[src/rtl/button_scanner_pkg.sv]
// Shared types and helpers for the button scanner slice:
// scan FSM states, the queued event record and an index-width helper.
package button_scanner_pkg;

    // Widest channel index the event record can carry (up to 16 channels).
    localparam int MAX_ID_W = 4;

    typedef enum logic [0:0] {
        IDLE = 1'b0,
        SCAN = 1'b1
    } scan_state_t;

    // One queued press/release event.
    typedef struct packed {
        logic [MAX_ID_W-1:0] id;
        logic                press;
    } button_event_t;

    // Index width that never collapses to zero bits.
    function automatic int clog2_min1(input int n);
        return (n <= 2) ? 1 : $clog2(n);
    endfunction

endpackage

[src/rtl/button_scanner_if.sv]
// Event handshake bundle between the scanner (master) and the control FSM (slave).
interface button_scanner_if #(
    parameter int ID_W = 2
);
    logic            event_valid;
    logic            event_ready;
    logic [ID_W-1:0] event_id;
    logic            event_press;

    modport master (
        output event_valid,
        output event_id,
        output event_press,
        input  event_ready
    );

    modport slave (
        input  event_valid,
        input  event_id,
        input  event_press,
        output event_ready
    );
endinterface

[src/rtl/button_event_fifo.sv]
// Small synchronous FIFO of button events with a registered head entry.
// Total occupancy (storage plus head) is capped at DEPTH; a push that finds
// the FIFO full is dropped unless the head is popped on the same edge.
// A push into an empty FIFO shows up on out_valid one cycle later, because
// the head register is refilled from storage only after the write lands.
module button_event_fifo
    import button_scanner_pkg::*;
#(
    parameter int DEPTH = 4
) (
    input  logic          clk,
    input  logic          reset,
    input  logic          push_valid,
    input  button_event_t push_data,
    input  logic          pop_ready,
    output logic          out_valid,
    output button_event_t out_data,
    output logic          full,
    output logic          overflow
);

    localparam int PTR_W = clog2_min1(DEPTH);
    localparam int CNT_W = PTR_W + 1;

    button_event_t    mem_q [DEPTH];
    logic [PTR_W-1:0] wr_ptr_q, wr_ptr_d;
    logic [PTR_W-1:0] rd_ptr_q, rd_ptr_d;
    logic [CNT_W-1:0] mem_cnt_q, mem_cnt_d;
    logic [CNT_W-1:0] total_cnt;
    button_event_t    head_q, head_d;
    logic             head_valid_q, head_valid_d;
    logic             overflow_q, overflow_d;
    logic             pop;
    logic             push_ok;
    logic             load;

    // Handshake decode, head refill and pointer/count bookkeeping.
    always_comb begin
        pop          = head_valid_q && pop_ready;
        total_cnt    = mem_cnt_q + CNT_W'(head_valid_q);
        full         = (total_cnt == CNT_W'(DEPTH));
        push_ok      = push_valid && (!full || pop);
        load         = (!head_valid_q || pop) && (mem_cnt_q != '0);
        wr_ptr_d     = wr_ptr_q + PTR_W'(push_ok);
        rd_ptr_d     = rd_ptr_q + PTR_W'(load);
        mem_cnt_d    = mem_cnt_q + CNT_W'(push_ok) - CNT_W'(load);
        head_d       = head_q;
        head_valid_d = head_valid_q;
        if (load) begin
            head_d       = mem_q[rd_ptr_q];
            head_valid_d = 1'b1;
        end else if (pop) begin
            head_valid_d = 1'b0;
        end
        overflow_d   = overflow_q || (push_valid && !push_ok);
    end

    // Event storage; contents need no reset since the pointers guard them.
    always_ff @(posedge clk) begin
        if (push_ok) begin
            mem_q[wr_ptr_q] <= push_data;
        end
    end

    // Pointers, head register and sticky overflow.
    always_ff @(posedge clk) begin
        if (reset) begin
            wr_ptr_q     <= '0;
            rd_ptr_q     <= '0;
            mem_cnt_q    <= '0;
            head_q       <= '0;
            head_valid_q <= 1'b0;
            overflow_q   <= 1'b0;
        end else begin
            wr_ptr_q     <= wr_ptr_d;
            rd_ptr_q     <= rd_ptr_d;
            mem_cnt_q    <= mem_cnt_d;
            head_q       <= head_d;
            head_valid_q <= head_valid_d;
            overflow_q   <= overflow_d;
        end
    end

    assign out_valid = head_valid_q;
    assign out_data  = head_q;
    assign overflow  = overflow_q;

endmodule

[src/rtl/button_scanner.sv]
// Time-multiplexed button debouncer: a prescaler tick starts a scan that
// walks every channel, one per clock, through a single shift/compare unit.
// Debounced level changes are queued as press/release events.
// Optional macro BUTTON_SCANNER_SYNC_EN inserts a 2-flop input synchronizer.
module button_scanner
    import button_scanner_pkg::*;
#(
    parameter int N_BUTTONS = 4,
    parameter int HIST_LEN  = 8,
    parameter int TICK_DIV  = 1000,
    parameter int EVT_DEPTH = 4
) (
    input  logic                 clk,
    input  logic                 reset,
    input  logic [N_BUTTONS-1:0] buttons,
    output logic [N_BUTTONS-1:0] debounced,
    button_scanner_if.master     evt,
    output logic                 overflow
);

    localparam int IDX_W = clog2_min1(N_BUTTONS);
    localparam int CNT_W = clog2_min1(TICK_DIV);

    logic [N_BUTTONS-1:0] sample;

`ifdef BUTTON_SCANNER_SYNC_EN
    logic [N_BUTTONS-1:0] sync1_q, sync1_d;
    logic [N_BUTTONS-1:0] sync2_q, sync2_d;

    // Two-stage synchronizer feeding the sampler.
    always_comb begin
        sync1_d = buttons;
        sync2_d = sync1_q;
    end

    // Synchronizer flops.
    always_ff @(posedge clk) begin
        if (reset) begin
            sync1_q <= '0;
            sync2_q <= '0;
        end else begin
            sync1_q <= sync1_d;
            sync2_q <= sync2_d;
        end
    end

    assign sample = sync2_q;
`else
    // Pads deliver already-synchronous levels.
    assign sample = buttons;
`endif

    // ---------------- prescaler ----------------
    logic [CNT_W-1:0] count_q, count_d;
    logic             tick;

    // Free-running 0..TICK_DIV-1 counter; tick marks the last count.
    always_comb begin
        tick    = (count_q == CNT_W'(TICK_DIV - 1));
        count_d = tick ? '0 : count_q + CNT_W'(1);
    end

    // Prescaler register.
    always_ff @(posedge clk) begin
        if (reset) begin
            count_q <= '0;
        end else begin
            count_q <= count_d;
        end
    end

    // ---------------- scan sequencer ----------------
    scan_state_t      state_q, state_d;
    logic [IDX_W-1:0] idx_q, idx_d;
    logic             scan_active;

    // Next-state logic: a tick launches a scan; the last channel ends it.
    always_comb begin
        state_d     = state_q;
        idx_d       = idx_q;
        scan_active = 1'b0;
        case (state_q)
            IDLE: begin
                if (tick) begin
                    state_d = SCAN;
                    idx_d   = '0;
                end
            end
            SCAN: begin
                scan_active = 1'b1;
                if (idx_q == IDX_W'(N_BUTTONS - 1)) begin
                    state_d = IDLE;
                    idx_d   = '0;
                end else begin
                    idx_d = idx_q + IDX_W'(1);
                end
            end
            default: begin
                state_d = IDLE;
                idx_d   = '0;
            end
        endcase
    end

    // Sequencer state register.
    always_ff @(posedge clk) begin
        if (reset) begin
            state_q <= IDLE;
            idx_q   <= '0;
        end else begin
            state_q <= state_d;
            idx_q   <= idx_d;
        end
    end

    // ---------------- shared history/compare unit ----------------
    logic [HIST_LEN-1:0]  hist_q [N_BUTTONS];
    logic [HIST_LEN-1:0]  hist_d [N_BUTTONS];
    logic [N_BUTTONS-1:0] debounced_q, debounced_d;
    logic [HIST_LEN-1:0]  cur_hist;
    logic [HIST_LEN-1:0]  shifted_hist;
    logic                 cur_level;
    logic                 new_level;
    logic                 level_change;

    // Shift the current channel's sample in and decide its new level.
    always_comb begin
        cur_hist     = hist_q[idx_q];
        shifted_hist = {cur_hist[HIST_LEN-2:0], sample[idx_q]};
        cur_level    = debounced_q[idx_q];
        new_level    = cur_level;
        if (&shifted_hist) begin
            new_level = 1'b1;
        end else if (shifted_hist == '0) begin
            new_level = 1'b0;
        end
        level_change = scan_active && (new_level != cur_level);
    end

    // Write back only the channel being scanned.
    always_comb begin
        hist_d      = hist_q;
        debounced_d = debounced_q;
        if (scan_active) begin
            hist_d[idx_q]      = shifted_hist;
            debounced_d[idx_q] = new_level;
        end
    end

    // History array and debounced levels.
    always_ff @(posedge clk) begin
        if (reset) begin
            for (int i = 0; i < N_BUTTONS; i++) begin
                hist_q[i] <= '0;
            end
            debounced_q <= '0;
        end else begin
            hist_q      <= hist_d;
            debounced_q <= debounced_d;
        end
    end

    assign debounced = debounced_q;

    // ---------------- event queue ----------------
    button_event_t push_data;
    button_event_t head_data;
    logic          head_valid;
    logic          fifo_full;
    logic          unused_bits;

    // Event record for the channel whose level just changed.
    always_comb begin
        push_data                 = '0;
        push_data.id[IDX_W-1:0]   = idx_q;
        push_data.press           = new_level;
    end

    button_event_fifo #(
        .DEPTH (EVT_DEPTH)
    ) u_event_fifo (
        .clk        (clk),
        .reset      (reset),
        .push_valid (level_change),
        .push_data  (push_data),
        .pop_ready  (evt.event_ready),
        .out_valid  (head_valid),
        .out_data   (head_data),
        .full       (fifo_full),
        .overflow   (overflow)
    );

    assign evt.event_valid = head_valid;
    assign evt.event_id    = head_data.id[IDX_W-1:0];
    assign evt.event_press = head_data.press;

    // Upper id bits exist only for wider configurations.
    assign unused_bits = &{1'b0, head_data.id, fifo_full};

endmodule

[src/flat_wrapper.sv]
// flat-port wrapper written by rule: the top's interface ports become plain ports
module button_scanner_flat import button_scanner_pkg::*;
#(
    parameter int N_BUTTONS = 4,
    parameter int HIST_LEN  = 8,
    parameter int TICK_DIV  = 1000,
    parameter int EVT_DEPTH = 4
)
  (clk, reset, buttons, debounced, overflow, evt_event_valid, evt_event_id, evt_event_press, evt_event_ready);
  button_scanner_if #(.ID_W(2)) evt_i ();
  input  logic clk;
  input  logic reset;
  input  logic [N_BUTTONS-1:0] buttons;
  output logic [N_BUTTONS-1:0] debounced;
  output logic overflow;
  output wire logic [$bits(evt_i.event_valid)-1:0] evt_event_valid;
  output wire logic [$bits(evt_i.event_id)-1:0] evt_event_id;
  output wire logic [$bits(evt_i.event_press)-1:0] evt_event_press;
  input wire logic [$bits(evt_i.event_ready)-1:0] evt_event_ready;
  assign evt_event_valid = evt_i.event_valid;
  assign evt_event_id = evt_i.event_id;
  assign evt_event_press = evt_i.event_press;
  assign evt_i.event_ready = evt_event_ready;
  button_scanner #(.N_BUTTONS(N_BUTTONS), .HIST_LEN(HIST_LEN), .TICK_DIV(TICK_DIV), .EVT_DEPTH(EVT_DEPTH)) u_core (.clk(clk), .reset(reset), .buttons(buttons), .debounced(debounced), .evt(evt_i), .overflow(overflow));
endmodule
[config.mk]
export PLATFORM = sky130hd
export DESIGN_NAME = button_scanner_flat
export DESIGN_NICKNAME = d
export VERILOG_FILES = /design/src/rtl/button_scanner_pkg.sv /design/src/rtl/button_scanner_if.sv /design/src/rtl/button_event_fifo.sv /design/src/rtl/button_scanner.sv /design/src/flat_wrapper.sv
export SDC_FILE = /design/constraint.sdc
export NUM_CORES = 1
export LEC_CHECK = 0
export CAP_MARGIN = 15
export CORE_MARGIN = 10
export CORE_UTILIZATION = 58
export DETAILED_ROUTE_END_ITERATION = 12
export HOLD_SLACK_MARGIN = 0.06
export PLACE_DENSITY_LB_ADDON = 0.3
export SLEW_MARGIN = 20
export SYNTH_ARGS = -nofsm -noshare
export SYNTH_HDL_FRONTEND = slang
export SYNTH_SLANG_ARGS = --single-unit
[constraint.sdc]
create_clock -name clk -period 3.97 [get_ports clk]
set_input_delay 0.5955 -clock clk [delete_from_list [all_inputs] [get_ports clk]]
set_output_delay 0.5955 -clock clk [all_outputs]
set_load 0.1 [all_outputs]
Word-level counts from Yosys, hierarchy flattened
Memory sizes are Yosys's and may differ from the RTL's. A register that Yosys moved wholly into a read port is not among the register bits.
Index checks and enable logic that the tools add are counted.
{"block": "word_totals", "rom_bits": 0, "latch_bits": 0, "elab_cells": 76, "ramBits": 12, "memories": 1, "in_bits": 7, "output_inout_bits": 9, "register_bits": 58}
{"name": "u_core.u_event_fifo.mem_q", "words": 4, "width": 3, "read_ports": 1, "rd_ports_with_merged_regs": 1, "write_ports": 1, "line": "button_event_fifo.sv:25", "source": "button_event_t mem_q [DEPTH];"}
{"block": "op_classes", "addsub": 7, "shifts": 0, "muxes": 26, "bitwise": 2, "reduce_logical": 18, "n_mul": 0, "div": 0, "order_cmp": 4, "n_eq_ne": 5}
{"operator": "bitwise mux 32 bit", "count": 1}
{"operator": "binary-select mux 8 bit (select 2 bit)", "count": 1}
{"operator": "demux 8 bit (select 2 bit)", "count": 1}
{"operator": "two-way mux 7 bit", "count": 2}
{"operator": "two-way mux 1 bit", "count": 12}
{"operator": "adder 10 x 1 -> 10 bit, second input constant", "count": 1}
{"operator": "equality test 10 bit, second input constant", "count": 1}
{"operator": "zero test 8 bit", "count": 1}
{"operator": "two-way mux 8 bit", "count": 1}
{"operator": "AND reduction 8 bit", "count": 1}
{"operator": "logical AND 1 bit", "count": 7}
{"operator": "adder 3 x 1 -> 3 bit", "count": 2}
{"operator": "adder 2 x 1 -> 2 bit", "count": 2}
{"operator": "binary-select mux 1 bit (select 2 bit)", "count": 2}
{"operator": "bitwise mux 4 bit", "count": 1}
{"operator": "two-way mux 2 bit", "count": 2}
{"operator": "one-hot mux 2 bit (2 select lines)", "count": 1}
{"operator": "equality test 3 bit, second input constant", "count": 1}
{"operator": "greater-or-equal comparator 3 bit, second input constant", "count": 1}
{"operator": "zero test 1 bit", "count": 3}
{"operator": "logical OR 1 bit", "count": 3}
{"operator": "less-than comparator 2 x 3 -> 1 bit, second input constant", "count": 1}
{"operator": "less-than comparator 3 x 1 -> 1 bit, second input constant", "count": 1}
{"operator": "inverter 2 -> 3 bit", "count": 1}
{"operator": "other kinds (12)", "count": 12}

Depth between registers and ports, before layout
{"block": "logic_depth", "depth_word": 13, "ltp_mapped": 13, "mapped_depth_nobuf": 13}

Modules after synthesis
Synthesis repeated with hierarchy kept, for this count alone.
{"block": "unflattened", "hier_cells": 326, "area_unflattened_um2": 3427.0}
{"module": "button_scanner", "seq_area_each_um2": 900.9, "cells_per_inst": 229, "area_per_inst_um2": 2038.2, "instances": 1}
{"module": "button_event_fifo", "seq_area_each_um2": 880.8, "cells_per_inst": 97, "area_per_inst_um2": 1388.8, "instances": 1}

Worst setup path before layout
No wires, ideal clock.
{"block": "synth_path", "kind": "register to register", "from": "register u_core.u_event_fifo.head_valid_q, in the netlist u_core.u_event_fifo.out_valid", "to": "register u_core.u_event_fifo.mem_cnt_q[2]", "stages_incl_launch_ff": 14, "period_less_slack_ns": 3.227, "setup_ns": 0.128, "required_time_ns": 3.842, "slack_ns": 0.743, "t_arrival_ns": 3.099, "cell_sequence": "dfxtp_1 > ha_1 > ha_1 > nor2_1 > o21ai_0 > a221o_1 > o211ai_4 > ha_1 > inv_1 > ha_1 > inv_1 > fa_1 > xnor2_1 > nor2_1"}
{"block": "synth_between", "elab_chain_len": 7, "elab_cells_between_ends": 11, "classes_between": "add/sub: 3; eq/ne: 1; reduce/logical: 7"}
{"element": "start: declaration", "line": "button_event_fifo.sv:31", "source": "logic head_valid_q, head_valid_d;"}
{"element": "start signal: assignment", "line": "button_event_fifo.sv:79", "source": "head_valid_q <= head_valid_d;"}
{"element": "adder 3 x 1 -> 3 bit", "line": "button_event_fifo.sv:40", "source": "total_cnt = mem_cnt_q + CNT_W'(head_valid_q);"}
{"element": "equality test 3 bit", "line": "button_event_fifo.sv:41", "source": "full = (total_cnt == CNT_W'(DEPTH));"}
{"element": "zero test 1 bit", "line": "button_event_fifo.sv:42", "source": "push_ok = push_valid && (!full || pop);"}
{"element": "logical OR 1 bit", "line": "button_event_fifo.sv:42"}
{"element": "logical AND 1 bit", "line": "button_event_fifo.sv:42"}
{"element": "adder 3 x 1 -> 3 bit", "line": "button_event_fifo.sv:46", "source": "mem_cnt_d = mem_cnt_q + CNT_W'(push_ok) - CNT_W'(load);"}
{"element": "subtractor 3 x 1 -> 3 bit (*)", "line": "button_event_fifo.sv:46"}
{"element": "end signal: assignment", "line": "button_event_fifo.sv:77", "source": "mem_cnt_q <= mem_cnt_d;"}
{"element": "end: declaration", "line": "button_event_fifo.sv:28", "source": "logic [CNT_W-1:0] mem_cnt_q, mem_cnt_d;"}
Every way passes the cells marked *; elsewhere a longest branch is shown, timed or not.
A chain may end at the register's enable or synchronous reset.

Worst setup path in the final report
{"block": "layout_path", "from": "register u_core.idx_q[0]", "to": "register u_core.u_event_fifo.mem_cnt_q[2]"}
{"block": "layout_between", "elab_chain_len": 12, "elab_cells_between_ends": 17, "classes_between": "add/sub: 2; eq/ne: 1; mux: 9; bitwise: 1; reduce/logical: 4"}
{"element": "start: declaration", "line": "button_scanner.sv:74", "source": "logic [IDX_W-1:0] idx_q, idx_d;"}
{"element": "start signal: assignment", "line": "button_scanner.sv:112", "source": "idx_q <= idx_d;"}
{"element": "inverter 2 -> 3 bit (implied by the code)", "line": "button_scanner.sv:128", "source": "cur_hist = hist_q[idx_q];"}
{"element": "binary-select mux 8 bit (select 2 bit)", "line": "button_scanner.sv:128"}
{"element": "two-way mux 7 bit (implied by the code) (2 in a row)", "line": "button_scanner.sv:128"}
{"element": "zero test 8 bit", "line": "button_scanner.sv:134", "source": "end else if (shifted_hist == '0) begin"}
{"element": "two-way mux 1 bit", "line": "button_scanner.sv:134"}
{"element": "two-way mux 1 bit", "line": "button_scanner.sv:132", "source": "if (&shifted_hist) begin"}
{"element": "inequality test 1 bit (*)", "line": "button_scanner.sv:137", "source": "level_change = scan_active && (new_level != cur_level);"}
{"element": "logical AND 1 bit (*)", "line": "button_scanner.sv:137"}
{"element": "logical AND 1 bit (*)", "line": "button_event_fifo.sv:42"}
{"element": "adder 3 x 1 -> 3 bit (*)", "line": "button_event_fifo.sv:46"}
{"element": "subtractor 3 x 1 -> 3 bit (*)", "line": "button_event_fifo.sv:46"}
Every way passes the cells marked *; elsewhere a longest branch is shown, timed or not. The select of a mux whose other input is x is not followed.

==> flow_metrics.py <==
metrics = {
    "timing": {
        "rsz0062_at_grt": "false",
        "fin_crit_sh_pct": 90.6,
        "fin_skew_ns": 0.00839,
        "hold_viol_final": 0,
        "worstMarginPinSlew_ns": 0.975,
        "setup-violations-final": 0,
        "min_period_ns": 3.60,
        "max_freq_mhz": 278,
        "slew_headroom_pct": 34.8,
        "setup_tns_ns": 0,
        "slew_viol_final": 0,
    },
    "global_routing": {
        "first_global_vias": 2154,
        "grt_start_max_net_pins": 37,
        "grt_overflow": 0,
        "grt_pass1_wl_um": 10000,
        "track_usage_pct": 14.9,
        "antenna_found_initial": 0,
    },
    "clocking": {
        "tritoncts": "yes",
        "ctsResizeCount": 0,
        "post_cts_buffers": 0,
        "cts_buffer_depth": 2,
        "cts.clk_slew.worst_paths_ns": 0.07,
        "numCtsBuffers": 9,
        "h-tree-depth": 3,
        "clkSinkCount": 69,
        "clock_latency_ns": 0.35,
        "cts_root_buf": "clkbuf_8",
        "postCtsHoldBufs": 0,
    },
    "cells_and_area": {
        "drive_gt1_share_pct": 9.09,
        "fin_nets": 333,
        "diodes": 0,
        "syn2layout_area_growth_pct": 13.0,
        "multi_input_area_um2": 1400,
        "fin_cells": 389,
        "final_area_um2": 3390,
        "regArea_um2": 1500,
        "post-route-util_pct": 66.9,
        "fillers": 394,
    },
    "worst_setup_path": {
        "critical_path_class": "reg -> reg",
        "required_ns": 4.18,
        "cp_num_buf_inv": 3,
        "end_kind": "register",
        "reg2reg_from": "u_core.idx_q[0]$_SDFFE_PP0P_",
        "crit_family": "simple AND/OR/NAND/NOR gates",
        "r2r_slack_ns": 0.37,
        "path_cells": "buf_4 -> mux4_2 -> or4_4 -> nor3_4 -> o211ai_4 -> ha_1 -> inv_1 -> ha_1 -> inv_1 -> fa_1 -> xnor2_1 -> nor2_1",
        "timing.critical_path.from": "u_core.idx_q[0]$_SDFFE_PP0P_",
        "critPathArrivalTime_ns": 3.81,
        "critPathMaxFanout": 12,
        "cp_slowest_cell": "mux4_2",
        "r2r_cells": 12,
        "worst_setup_path_start_kind": "register",
        "slowest_delay_ns": 0.59,
        "r2r_end": "u_core.u_event_fifo.mem_cnt_q[2]$_SDFF_PP0_",
        "crit_path_end": "u_core.u_event_fifo.mem_cnt_q[2]$_SDFF_PP0_",
        "cp_num_cells": 12,
    },
    "synth": {
        "synth-main-ff-cell": "dfxtp_1",
        "synth_edf_count": 12,
        "synth.ff_latch_count": 69,
        "synth_top_cells_by_count": "64 x nand2_1, 57 x dfxtp_1, 33 x a21oi_1, 23 x nor2_1, 12 x edfxtp_1",
        "synth_area_leaders": "dfxtp_1 38%, edfxtp_1 12%, nand2_1 8.0%, a21oi_1 5.5%, mux4_1 5.3%",
        "synth_top_area_share_pct": 38.0,
        "synthArstFlopShare_pct": 0,
        "postSynthAreaPerCell_um2": 10.1,
        "syn-num-nets": 317,
        "synth.cell_area_um2": 3000,
        "yosysMostFrequentCell": "nand2_1",
        "yosys.cell_types.count": 36,
        "ys.warnings.count": 0,
        "synthCells": 298,
        "synth_top_area_cell": "dfxtp_1",
        "synth-seq-area-share_pct": 50.0,
    },
    "floorplan": {
        "die_h_um": 91.9,
        "die_x_um": 91.9,
        "die-area_um2": 8450,
        "pin_count": 16,
        "num_rows": 26,
        "start_util_pct": 59.1,
        "core_area_um2": 5070,
    },
    "routing": {
        "routed_wirelength_um": 5940,
        "dr_total_vias": 2160,
        "firstDrtPassIters": 5,
        "drc_errors": 0,
        "post_drt_wl_per_cell_um": 15.3,
        "drtAntennaViolNets": 0,
        "dr.first_iter.drc_count": 115,
        "viasPerCell": 5.55,
    },
    "job": {
        "cap_violations": 0,
    },
    "min_path": {
        "hold_path.class": "reg -> reg",
        "holdPathStages": 1,
    },
    "power": {
        "leakagePower_nw": 1.19,
        "ir_drop_v": 0.000347,
        "finalPower_mw": 1.67,
        "power_density_nw_per_um2": 491,
    },
    "placement": {
        "dp_hpwl_um": 4200,
        "io_buffers": 15,
        "placed_cell_area_um2": 3210,
        "gp_congestion": 0.787,
        "dp_cells": 373,
    },
    "run_status": {
        "outcome": "finished, final reports clean",
    },
}
==> metal layers <==
layer | vias to the layer above | part of all wire, % | global-route usage, % | wire length [um]
met1 | 1023 | 46 | 17.8 | 2760
li1 | 1069 | - | - | -
met5 | - | 0 | 0 | 0
met3 | 11 | 5.6 | 5.95 | 335
met4 | 0 | 1.5 | 6.94 | 91
met2 | 57 | 46 | 23.2 | 2760
==> layout by cell type (no fill, tap or decap), drive strengths merged, types with 5 or more instances in the layout <==
cell           instances
clkdlybuf4s50         15
dfxtp                 57
a21oi                 33
clkbuf                12
nand2                 64
nor2                  23
xnor2                  6
nor3                   5
a211oi                 5
and2                   5
ha                    11
mux4                  12
inv                   10
edfxtp                12
==> metrics by stage <==
| step | hold WS, ns | worst slack [ns] |
|---|---|---|
| floorplan | 0.413 | 0.743 |
| global placement | 0.426 | 0.386 |
| detailed placement | 0.439 | 0.298 |
| CTS | 0.452 | 0.370 |
| global route | 0.478 | 0.224 |
| finish | 0.446 | 0.374 |
==> cells by family (layout without fill, tap and decap cells) <==
| family | after synthesis | in the layout | synth area share [%] |
|---|---|---|---|
| and+or+nand+nor | 120 | 120 | 18.3 |
| DFF | 69 | 69 | 50.0 |
| AOI/OAI and AO/OA | 48 | 48 | 9.46 |
| buffers and inverters | 24 | 45 | 3.33 |
| muxes | 15 | 15 | 10.8 |
| adders and majority gates | 12 | 12 | 5.25 |
| xor gates and xnor gates | 10 | 10 | 2.92 |
==> report_power, final <==
| part | total, mW | switching (mW) | internal (mW) |
|---|---|---|---|
| Sequential | 0.791 | 0.0420 | 0.749 |
| Combinational | 0.349 | 0.214 | 0.135 |
| Clock | 0.528 | 0.250 | 0.277 |
==> cell type report <==
| type | instances | share of cell area (%) |
|---|---|---|
| Sequential cell | 69 | 44.2 |
| Multi-Input combinational cell | 205 | 41.3 |
| Timing Repair Buffer | 19 | 5.31 |
| Clock inverter | 4 | 0.590 |
| Tap cell | 70 | 2.58 |
| Clock buffer | 12 | 4.90 |
| Inverter | 10 | 1.11 |
==> worst register-to-register path, cell delays in order, from the launching register on <==
cell,delay [ns]
dfxtp_1,0.57
buf_4,0.27
mux4_2,0.59
or4_4,0.53
nor3_4,0.23
o211ai_4,0.14
ha_1,0.31
inv_1,0.06
ha_1,0.13
inv_1,0.05
fa_1,0.37
xnor2_1,0.16
nor2_1,0.06
==> registers in the layout, summed over array words and instances, names as in the netlist <==
signal	count
u_core.u_event_fifo.mem_q	12
u_core.state_q	1
u_core.u_event_fifo.out_data	3
u_core.idx_q	2
u_core.u_event_fifo.mem_cnt_q	3
u_core.debounced	4
u_core.u_event_fifo.out_valid	1
u_core.hist_q	28
u_core.u_event_fifo.rd_ptr_q	2
u_core.u_event_fifo.wr_ptr_q	2
u_core.u_event_fifo.overflow	1
u_core.count_q	10
==> worst min-delay path by stage <==
| stage | to | start |
|---|---|---|
| floorplan | u_core.count_q[0]$_SDFF_PP0_ | u_core.count_q[0]$_SDFF_PP0_ |
| global placement | u_core.count_q[0]$_SDFF_PP0_ | u_core.count_q[0]$_SDFF_PP0_ |
| detailed placement | u_core.count_q[0]$_SDFF_PP0_ | u_core.count_q[0]$_SDFF_PP0_ |
| CTS | u_core.count_q[0]$_SDFF_PP0_ | u_core.count_q[0]$_SDFF_PP0_ |
| global route | u_core.hist_q[13]$_SDFFE_PP0P_ | u_core.hist_q[13]$_SDFFE_PP0P_ |
| finish | u_core.count_q[0]$_SDFF_PP0_ | u_core.count_q[0]$_SDFF_PP0_ |
(Power assumes the default switching activity.)
